## config.mk

```make
export PLATFORM = sky130hd
export DESIGN_NAME = fir_fold_sequencer
export DESIGN_NICKNAME = d
export VERILOG_FILES = /design/src/rtl/fir_pkg.sv /design/src/rtl/fir_mac.sv /design/src/rtl/fir_fold_sequencer.sv
export SDC_FILE = /design/constraint.sdc
export NUM_CORES = 2
export LEC_CHECK = 0
export ABC_AREA = 1
export CAP_MARGIN = 30
export CORE_MARGIN = 3
export CORE_UTILIZATION = 35
export CTS_CLUSTER_DIAMETER = 30
export CTS_CLUSTER_SIZE = 28
export DETAILED_ROUTE_END_ITERATION = 10
export GPL_ROUTABILITY_DRIVEN = 0
export PLACE_DENSITY = 0.51
export REMOVE_ABC_BUFFERS = 1
export SLEW_MARGIN = 10
export SYNTH_ARGS = -nofsm -noshare
export SYNTH_HDL_FRONTEND = slang
export SYNTH_SLANG_ARGS = --single-unit
```

## constraint.sdc

```tcl
create_clock -name clk -period 10.3 [get_ports clk]
set_clock_uncertainty 0.05 [all_clocks]
set_input_delay 2.575 -clock clk [delete_from_list [all_inputs] [get_ports clk]]
set_output_delay 2.575 -clock clk [all_outputs]
set_load 0.02 [all_outputs]
```

## src/rtl/fir_pkg.sv

```systemverilog
// Shared types and default constants for the folded FIR engine.
package fir_pkg;
    localparam int FIR_DATA_W = 32;
    localparam int FIR_COEF_W = 16;
    localparam int FIR_TAPS   = 10;

    typedef enum logic [1:0] {IDLE, MAC, OUT} state_t;

    localparam logic signed [15:0] FIR_H_DEFAULT [FIR_TAPS] = '{
        16'sd129, 16'sd721, 16'sd592, 16'sd80, 16'sd81,
        16'sd78, -16'sd15, -16'sd93, 16'sd95, 16'sd127
    };

    // Taps beyond the built-in table default to zero.
    function automatic logic signed [15:0] fir_default_coef(input int k);
        logic signed [15:0] c;
        c = '0;
        for (int i = 0; i < FIR_TAPS; i++) begin
            if (k == i) c = FIR_H_DEFAULT[i];
        end
        return c;
    endfunction
endpackage

```

## src/rtl/fir_mac.sv

```systemverilog
// Single multiply-accumulate unit: acc += trunc(sext(coef) * sample), wrapping mod 2^DATA_W.
module fir_mac
    import fir_pkg::*;
#(
    parameter int DATA_W = FIR_DATA_W,
    parameter int COEF_W = FIR_COEF_W
) (
    input  logic                     clk,
    input  logic                     rst_n,
    input  logic                     clr,
    input  logic                     en,
    input  logic signed [COEF_W-1:0] coef,
    input  logic signed [DATA_W-1:0] sample,
    output logic signed [DATA_W-1:0] acc
);
    localparam int PROD_W = DATA_W + COEF_W;

    function automatic logic signed [DATA_W-1:0] trunc_prod(input logic signed [PROD_W-1:0] p);
        return p[DATA_W-1:0];
    endfunction

    logic signed [PROD_W-1:0] prod;

    assign prod = PROD_W'(coef) * PROD_W'(sample);

    always_ff @(posedge clk or negedge rst_n) begin
        if (!rst_n) begin
            acc <= '0;
        end else if (clr) begin
            acc <= '0;
        end else if (en) begin
            acc <= acc + trunc_prod(prod);
        end
    end
endmodule

```

## src/rtl/fir_fold_sequencer.sv

```systemverilog
// Folded FIR: sequencer FSM, circular sample buffer, runtime coefficient table and one MAC.
module fir_fold_sequencer
    import fir_pkg::*;
#(
    parameter int DATA_W = FIR_DATA_W,
    parameter int COEF_W = FIR_COEF_W,
    parameter int TAPS   = FIR_TAPS
) (
    input  logic                     clk,
    input  logic                     rst_n,
    input  logic                     x_valid,
    output logic                     x_ready,
    input  logic [DATA_W-1:0]        x_data,
    output logic                     y_valid,
    input  logic                     y_ready,
    output logic [DATA_W-1:0]        y_data,
    input  logic                     coef_we,
    input  logic [3:0]               coef_addr,
    input  logic signed [COEF_W-1:0] coef_wdata,
    output logic                     coef_err,
    output logic                     busy
);
    localparam int PTR_W = (TAPS > 1) ? $clog2(TAPS) : 1;
    localparam logic [PTR_W-1:0] LAST = PTR_W'(TAPS - 1);

    state_t state, state_nxt;

    logic [PTR_W-1:0]         wptr, newest, k, rd_idx;
    logic signed [DATA_W-1:0] sbuf [TAPS];
    logic signed [COEF_W-1:0] coef [TAPS];
    logic signed [DATA_W-1:0] acc;
    logic [DATA_W-1:0]        y_hold;
    logic                     accept, last_tap, out_fire, coef_ok;

    assign accept   = x_valid && (state == IDLE);
    assign last_tap = (state == MAC) && (k == LAST);
    assign out_fire = (state == OUT) && y_ready;
    assign coef_ok  = (state == IDLE) && (int'(coef_addr) < TAPS);

    always_comb begin
        state_nxt = state;
        x_ready   = 1'b0;
        y_valid   = 1'b0;
        busy      = 1'b0;
        unique case (state)
            IDLE: begin
                x_ready = 1'b1;
                if (x_valid) state_nxt = MAC;
            end
            MAC: begin
                busy = 1'b1;
                if (k == LAST) state_nxt = OUT;
            end
            OUT: begin
                busy    = 1'b1;
                y_valid = 1'b1;
                if (y_ready) state_nxt = IDLE;
            end
            default: state_nxt = IDLE;
        endcase
    end

    // Tap k reads the sample k positions older than the newest one, wrapping around the ring.
    always_comb begin
        if (newest >= k) rd_idx = newest - k;
        else             rd_idx = newest + PTR_W'(TAPS) - k;
    end

    // y_data follows the live accumulator in OUT and otherwise shows the last delivered result.
    assign y_data = (state == OUT) ? acc : y_hold;

    always_ff @(posedge clk or negedge rst_n) begin
        if (!rst_n) begin
            state    <= IDLE;
            wptr     <= '0;
            newest   <= '0;
            k        <= '0;
            coef_err <= 1'b0;
            y_hold   <= '0;
            for (int i = 0; i < TAPS; i++) begin
                sbuf[i] <= '0;
                coef[i] <= COEF_W'(fir_default_coef(i));
            end
        end else begin
            state    <= state_nxt;
            coef_err <= coef_we && !coef_ok;
            if (accept) begin
                for (int i = 0; i < TAPS; i++) begin
                    if (wptr == PTR_W'(i)) sbuf[i] <= x_data;
                end
                newest <= wptr;
                wptr   <= (wptr == LAST) ? '0 : wptr + 1'b1;
                k      <= '0;
            end else if ((state == MAC) && !last_tap) begin
                k <= k + 1'b1;
            end
            if (out_fire) y_hold <= acc;
            if (coef_we && coef_ok) begin
                for (int i = 0; i < TAPS; i++) begin
                    if (coef_addr == 4'(i)) coef[i] <= coef_wdata;
                end
            end
        end
    end

    fir_mac #(
        .DATA_W(DATA_W),
        .COEF_W(COEF_W)
    ) u_mac (
        .clk   (clk),
        .rst_n (rst_n),
        .clr   (accept),
        .en    (state == MAC),
        .coef  (coef[k]),
        .sample(sbuf[rd_idx]),
        .acc   (acc)
    );
endmodule

```

Word level (Yosys, flattened, before mapping)

Index checks and enable logic that the tools add are counted.

$add $sub $neg: 6
Multiplexer cells: 20
Eq/ne operators: 24
Magnitude comparators: 4
Multipliers: 1
Bitwise logic cells: 2
Reductions and logical operators: 36

Operators by type and width:

| kind                  | count |
|---|---|
| $mux W32              | 5 |
| $bmux W32 S4          | 1 |
| $bmux W16 S4          | 1 |
| $reduce_and A2 Y1     | 20 |
| $add A32 B32 Y32      | 1 |
| $eq A4 B3 Y1 const B  | 8 |
| $mul A16 B32 Y32      | 1 |
| $mux W16              | 2 |
| $eq A4 B4 Y1 const B  | 5 |
| $eq A4 B2 Y1 const B  | 4 |
| $mux W4               | 4 |
| $ge A5 B5 Y1 const B  | 2 |
| $not A4 Y5            | 2 |
| $add A4 B1 Y4 const B | 2 |
| $eq A4 B1 Y1 const B  | 2 |
| $logic_not A4 Y1      | 2 |
| $sub A4 B4 Y4         | 2 |
| $logic_and A1 B1 Y1   | 7 |
| $mux W2               | 3 |
| $ne A2 B2 Y1 const B  | 3 |
| $pmux W2 S3           | 1 |
| $add A4 B4 Y4 const B | 1 |
| $ge A4 B4 Y1          | 1 |
| $lt A4 B4 Y1 const B  | 1 |
| 8 further kinds       | 12 |

Register bits: 559
Logic and storage cells: 120
Input bits: 57

Depth between registers and ports, before layout

Word-level depth: 11
Depth in mapped cells: 49

By module

From an unflattened synthesis, not the netlist that was laid out.

Cell total of the unflattened synthesis: 4,771
Area total of the unflattened synthesis: 39,116.3 sq um

Modules (own cells, without submodules):

| module             | area each (sq um) | cells each | instances |
|---|---|---|---|
| fir_fold_sequencer | 24,512.3          | 2,839      | 1 |
| fir_mac            | 14,604.0          | 1,932      | 1 |

Worst setup path after synthesis

No wires, ideal clock.

Path type: register -> register
From: register k[2]
To: register u_mac.acc[31]
Arrival time: 8.210 ns
Library setup time: 0.118 ns
Clock period less this slack: 8.378 ns
Slack: 1.922 ns
Path buffers: 6
Stages on the path, launching flop included: 46
Cell sequence: dfrtp_1 > buf_2 > inv_1 > clkbuf_1 > ha_1 > inv_1 > fa_1 > nand3_1 > nand2_2 > buf_6 > buf_6 > buf_4 > buf_2 > o311ai_0 > nand2_1 > nand2_1 > nand2_1 > inv_1 > (+10 left out) > fa_1 > inv_1 > ha_1 > nand2_1 > nor2_1 > nand3_1 > o2111ai_1 > a21oi_1 > inv_1 > nand2_1 > nand2_1 > a21oi_1 > o21ai_0 > nand4_1 > nand2_1 > nand3_1 > nand3_1 > nand2_1

Cells in the longest elaborated chain, start to end: 10
Elaborated cells between the ends (all ways): 16
Classes of those cells: add/sub: 3; mul: 1; order compare: 1; mux: 9; bitwise: 2

Ends and longest elaborated chain:

| item                                         | RTL line                  | text |
|---|---|---|
| start: declaration                           | fir_fold_sequencer.sv:28  | `logic [PTR_W-1:0] wptr, newest, k, rd_idx;` |
| start signal: assignment                     | fir_fold_sequencer.sv:95  | `k <= k + 1'b1;` |
| $sub A4 B4 Y4 (tied with other cells)        | fir_fold_sequencer.sv:66  | `else rd_idx = newest + PTR_W'(TAPS) - k;` |
| $mux W4                                      | fir_fold_sequencer.sv:65  | `if (newest >= k) rd_idx = newest - k;` |
| $not A4 Y5 (implied by the code)             | fir_fold_sequencer.sv:115 | `.sample(sbuf[rd_idx]),` |
| $bmux W32 S4                                 | fir_fold_sequencer.sv:115 |  |
| $mux W32 (implied by the code) (2 in series) | fir_fold_sequencer.sv:115 |  |
| $mul A16 B32 Y32 (*)                         | fir_mac.sv:24             | `assign prod = PROD_W'(coef) * PROD_W'(sample);` |
| $add A32 B32 Y32 (*)                         | fir_mac.sv:32             | `acc <= acc + trunc_prod(prod);` |
| $mux W32 (*)                                 | fir_mac.sv:31             | `end else if (en) begin` |
| $mux W32 (*)                                 | fir_mac.sv:29             | `end else if (clr) begin` |
| end signal: assignment                       | fir_mac.sv:32             |  |
| end: declaration                             | fir_mac.sv:14             | `output logic signed [DATA_W-1:0] acc` |

Every way passes the cells marked *; elsewhere a longest branch is shown, timed or not. The select of a mux whose other input is x is not followed.
A chain may end at the register's enable or synchronous reset.

Final worst setup path

From: register k[3]
To: register u_mac.acc[29]

The elaborated chain is that of the path after synthesis.

==> out/results.ini <==
[sta]
rsz0062_at_grt = false
layout_worst_path_cycle_share_pct = 92.5
maxSlewHeadroom_pct = 40.6
slew_viol_final = 0
setup_viol = 0
max_freq_mhz = 105
min_period_ns = 9.53
worst_pin_slew_ns = 0.882
hold_viol_final = 0

[logic_synthesis]
yosysSeqAreaShare_pct = 37.0
synth_cell_type_count = 52
synth_common_cells = 1230 x nand2_1, 661 x o21ai_0, 593 x inv_1, 502 x dfrtp_1, 442 x nor2_1
synth_edf_count = 0
synth_top_cell_area_share_pct = 33.1
yosys_warnings = 0
synth.avg_cell_area_sq_um = 8.21
synth_most_common_cell = nand2_1
ys_seq_elements = 559
synth_area_sq_um = 38000
synthCells = 4629
synth.area.top_cells = dfrtp_1 33%, fa_1 18%, nand2_1 12%
synthArstFlopShare_pct = 100
yosys_most_used_dff = dfrtp_1
synth_top_area_cell = dfrtp_1

[placed_design]
dp.cells = 5975
dpl.hpwl_microns = 81900
port_buffers = 92

[setup_path]
reg2reg_depth = 39
reg2reg_to = u_mac.acc[29]
slowest_delay_ns = 0.64
critPathTopFamily = adder cells
crit_slowest_cell = dfrtp_1
critPathKind = reg -> reg
path_buf_inv = 9
startpoint = k[3]
cp-end-kind = flop
cp_data_arrival_time_ns = 10.06
timing.rr.start = k[3]
worstSetupStartpointType = flop
crit_required_ns = 10.83
r2r_setup_slack_ns = 0.77
crit_top_cell = nand2_1
worstPathMaxFanout = 37

[routing]
drc = 0
viasPerCell = 5.01
wl_per_cell_microns = 19.2
postRouteWirelength_microns = 119000
drtAntennaViolNets = 0
drt_first_pass_iters = 6
drtIter0Drc = 2326
vias = 31200

[status]
outcome = finished, final reports clean

[cts]
numCtsBuffers = 142
hold_buffers = 0
cts_root_buf = clkbuf_16
clkLatencyLatePin_ns = 0.73
clk_pin_slew_ns = 0.05
cts_sinks = 559
ctsHtreeMaxLevel = 4
clockBufferDepth = 3
cts_tree = done

[grt]
overflow = 0
grt_start_max_net_pins = 142
grt_pass1_wl_microns = 189000
grt_pass1_vias = 32000
antenna_found_initial = 1
grtUsageMet1_pct = 28.9
use_met2_pct = 35.8
use_met3_pct = 3.96
grt_busiest_layer = met2
track_usage_pct = 21.8

[floorplan]
dieArea_sq_um = 113000
die_w_microns = 335
initial_core_util_pct = 35.4
ioPinCount = 93
std_cell_rows = 120
fp.dieH_microns = 335
coreArea_sq_um = 107000

[hold_path]
hp-class = reg -> reg
min_to = sbuf[204]
whs_path_depth = 2
min_from = sbuf[204]

[finish]
drive_gt1_share_pct = 9.87
fillers = 10700
final_cells = 6234
diodes = 0
layout.nets = 5221
area_delta_synth_final_pct = 20.0

[run]
cap_viol_max_count = 0

registers in the layout (all words and copies together) (netlist names):
register	cells
coef	160
coef_err	1
k	4
newest	4
sbuf	320
state	2
u_mac.acc	32
wptr	4
y_hold	32
worst min-delay path: cells and delay by family (launching register included):
kind,cells,cell delay [ns]
AOI/OAI and AO/OA,1,0.06
DFF,1,0.33
and+or+nand+nor,1,0.05
cells by family (layout without fill, tap and decap cells):
logic type / after synthesis / after routing / synth area share [%]
multiplexers: 7 / 7 / 0.184
buffers and inverters: 847 / 1049 / 8.71
flip-flops: 559 / 559 / 37.0
adder cells (fa/ha/maj): 445 / 445 / 21.3
AO/OA/AOI/OAI: 882 / 882 / 12.9
AND/OR/NAND/NOR: 1874 / 1874 / 19.5
XOR/XNOR: 15 / 15 / 0.346
how the worst max path moves through the flow:
stage	endpoint	slack, ns	depth (start not counted)
global placement	u_mac.acc[30]	0.78	32
finish	u_mac.acc[29]	0.77	39
detailed placement	u_mac.acc[30]	0.65	32
floorplan	u_mac.acc[31]	-3.11	35
global route	u_mac.acc[29]	0.09	41
CTS	u_mac.acc[30]	0.61	32
timing repair:
action / 4_1_cts / 5_1_grt
setup endpoints to repair: 0 / 1
gates resized for setup: 0 / 2
buffers inserted: 0 / 0
stage by stage:
stage          TNS [ns]  util, %  hold WS (ns)  area [sq um]  setup slack [ns]
6_report              0     42.5         0.423         45600             0.771
5_1_grt               0     42.5         0.442         45600            0.0850
4_1_cts               0     42.4         0.426         45500             0.608
3_5_place_dp          0     37.8         0.416         40500             0.647
3_3_place_gp          0     37.6         0.408         40400             0.781
2_1_floorplan    -64.55        -         0.395         37000             -3.11
cells in the final DEF (no fill, tap or decap), drive strengths merged, types with 9 or more instances in the layout:
| cell | count |
|---|---|
| clkinvlp | 14 |
| or2 | 48 |
| o221ai | 27 |
| a21oi | 48 |
| o22ai | 17 |
| o21ai | 679 |
| clkdlybuf4s50 | 91 |
| nor2 | 443 |
| dfstp | 57 |
| o311ai | 30 |
| bufinv | 14 |
| clkinv | 43 |
| nand2 | 1241 |
| o211ai | 53 |
| fa | 337 |
| nand3 | 126 |
| clkbuf | 189 |
| ha | 108 |
| buf | 90 |
| xor2 | 9 |
| inv | 608 |
| dfrtp | 502 |
layout make-up:
type                            count  area (sq um)  share of cell area, %
Multi-Input combinational cell   3223         20700                   45.4
Sequential cell                   559         14100                   30.8
Clock buffer                      189          4030                   8.85
Inverter                          612          2300                   5.05
Timing Repair Buffer              181          1800                   3.94
Tap cell                         1403          1760                   3.85
Clock inverter                     67           930                   2.04
routing by layer:
metal  wire length (microns)  part of all wire, %  vias to the layer above
met5                      15                0.013                        -
met1                   53600                   45                    15500
li1                        -                    -                    14800
met3                    6090                  5.1                      205
met2                   56400                   47                      792
met4                    3350                  2.8                        2
Power is not shown: default switching activity piles up to over one toggle a cycle in this logic, so the estimate is an artifact.
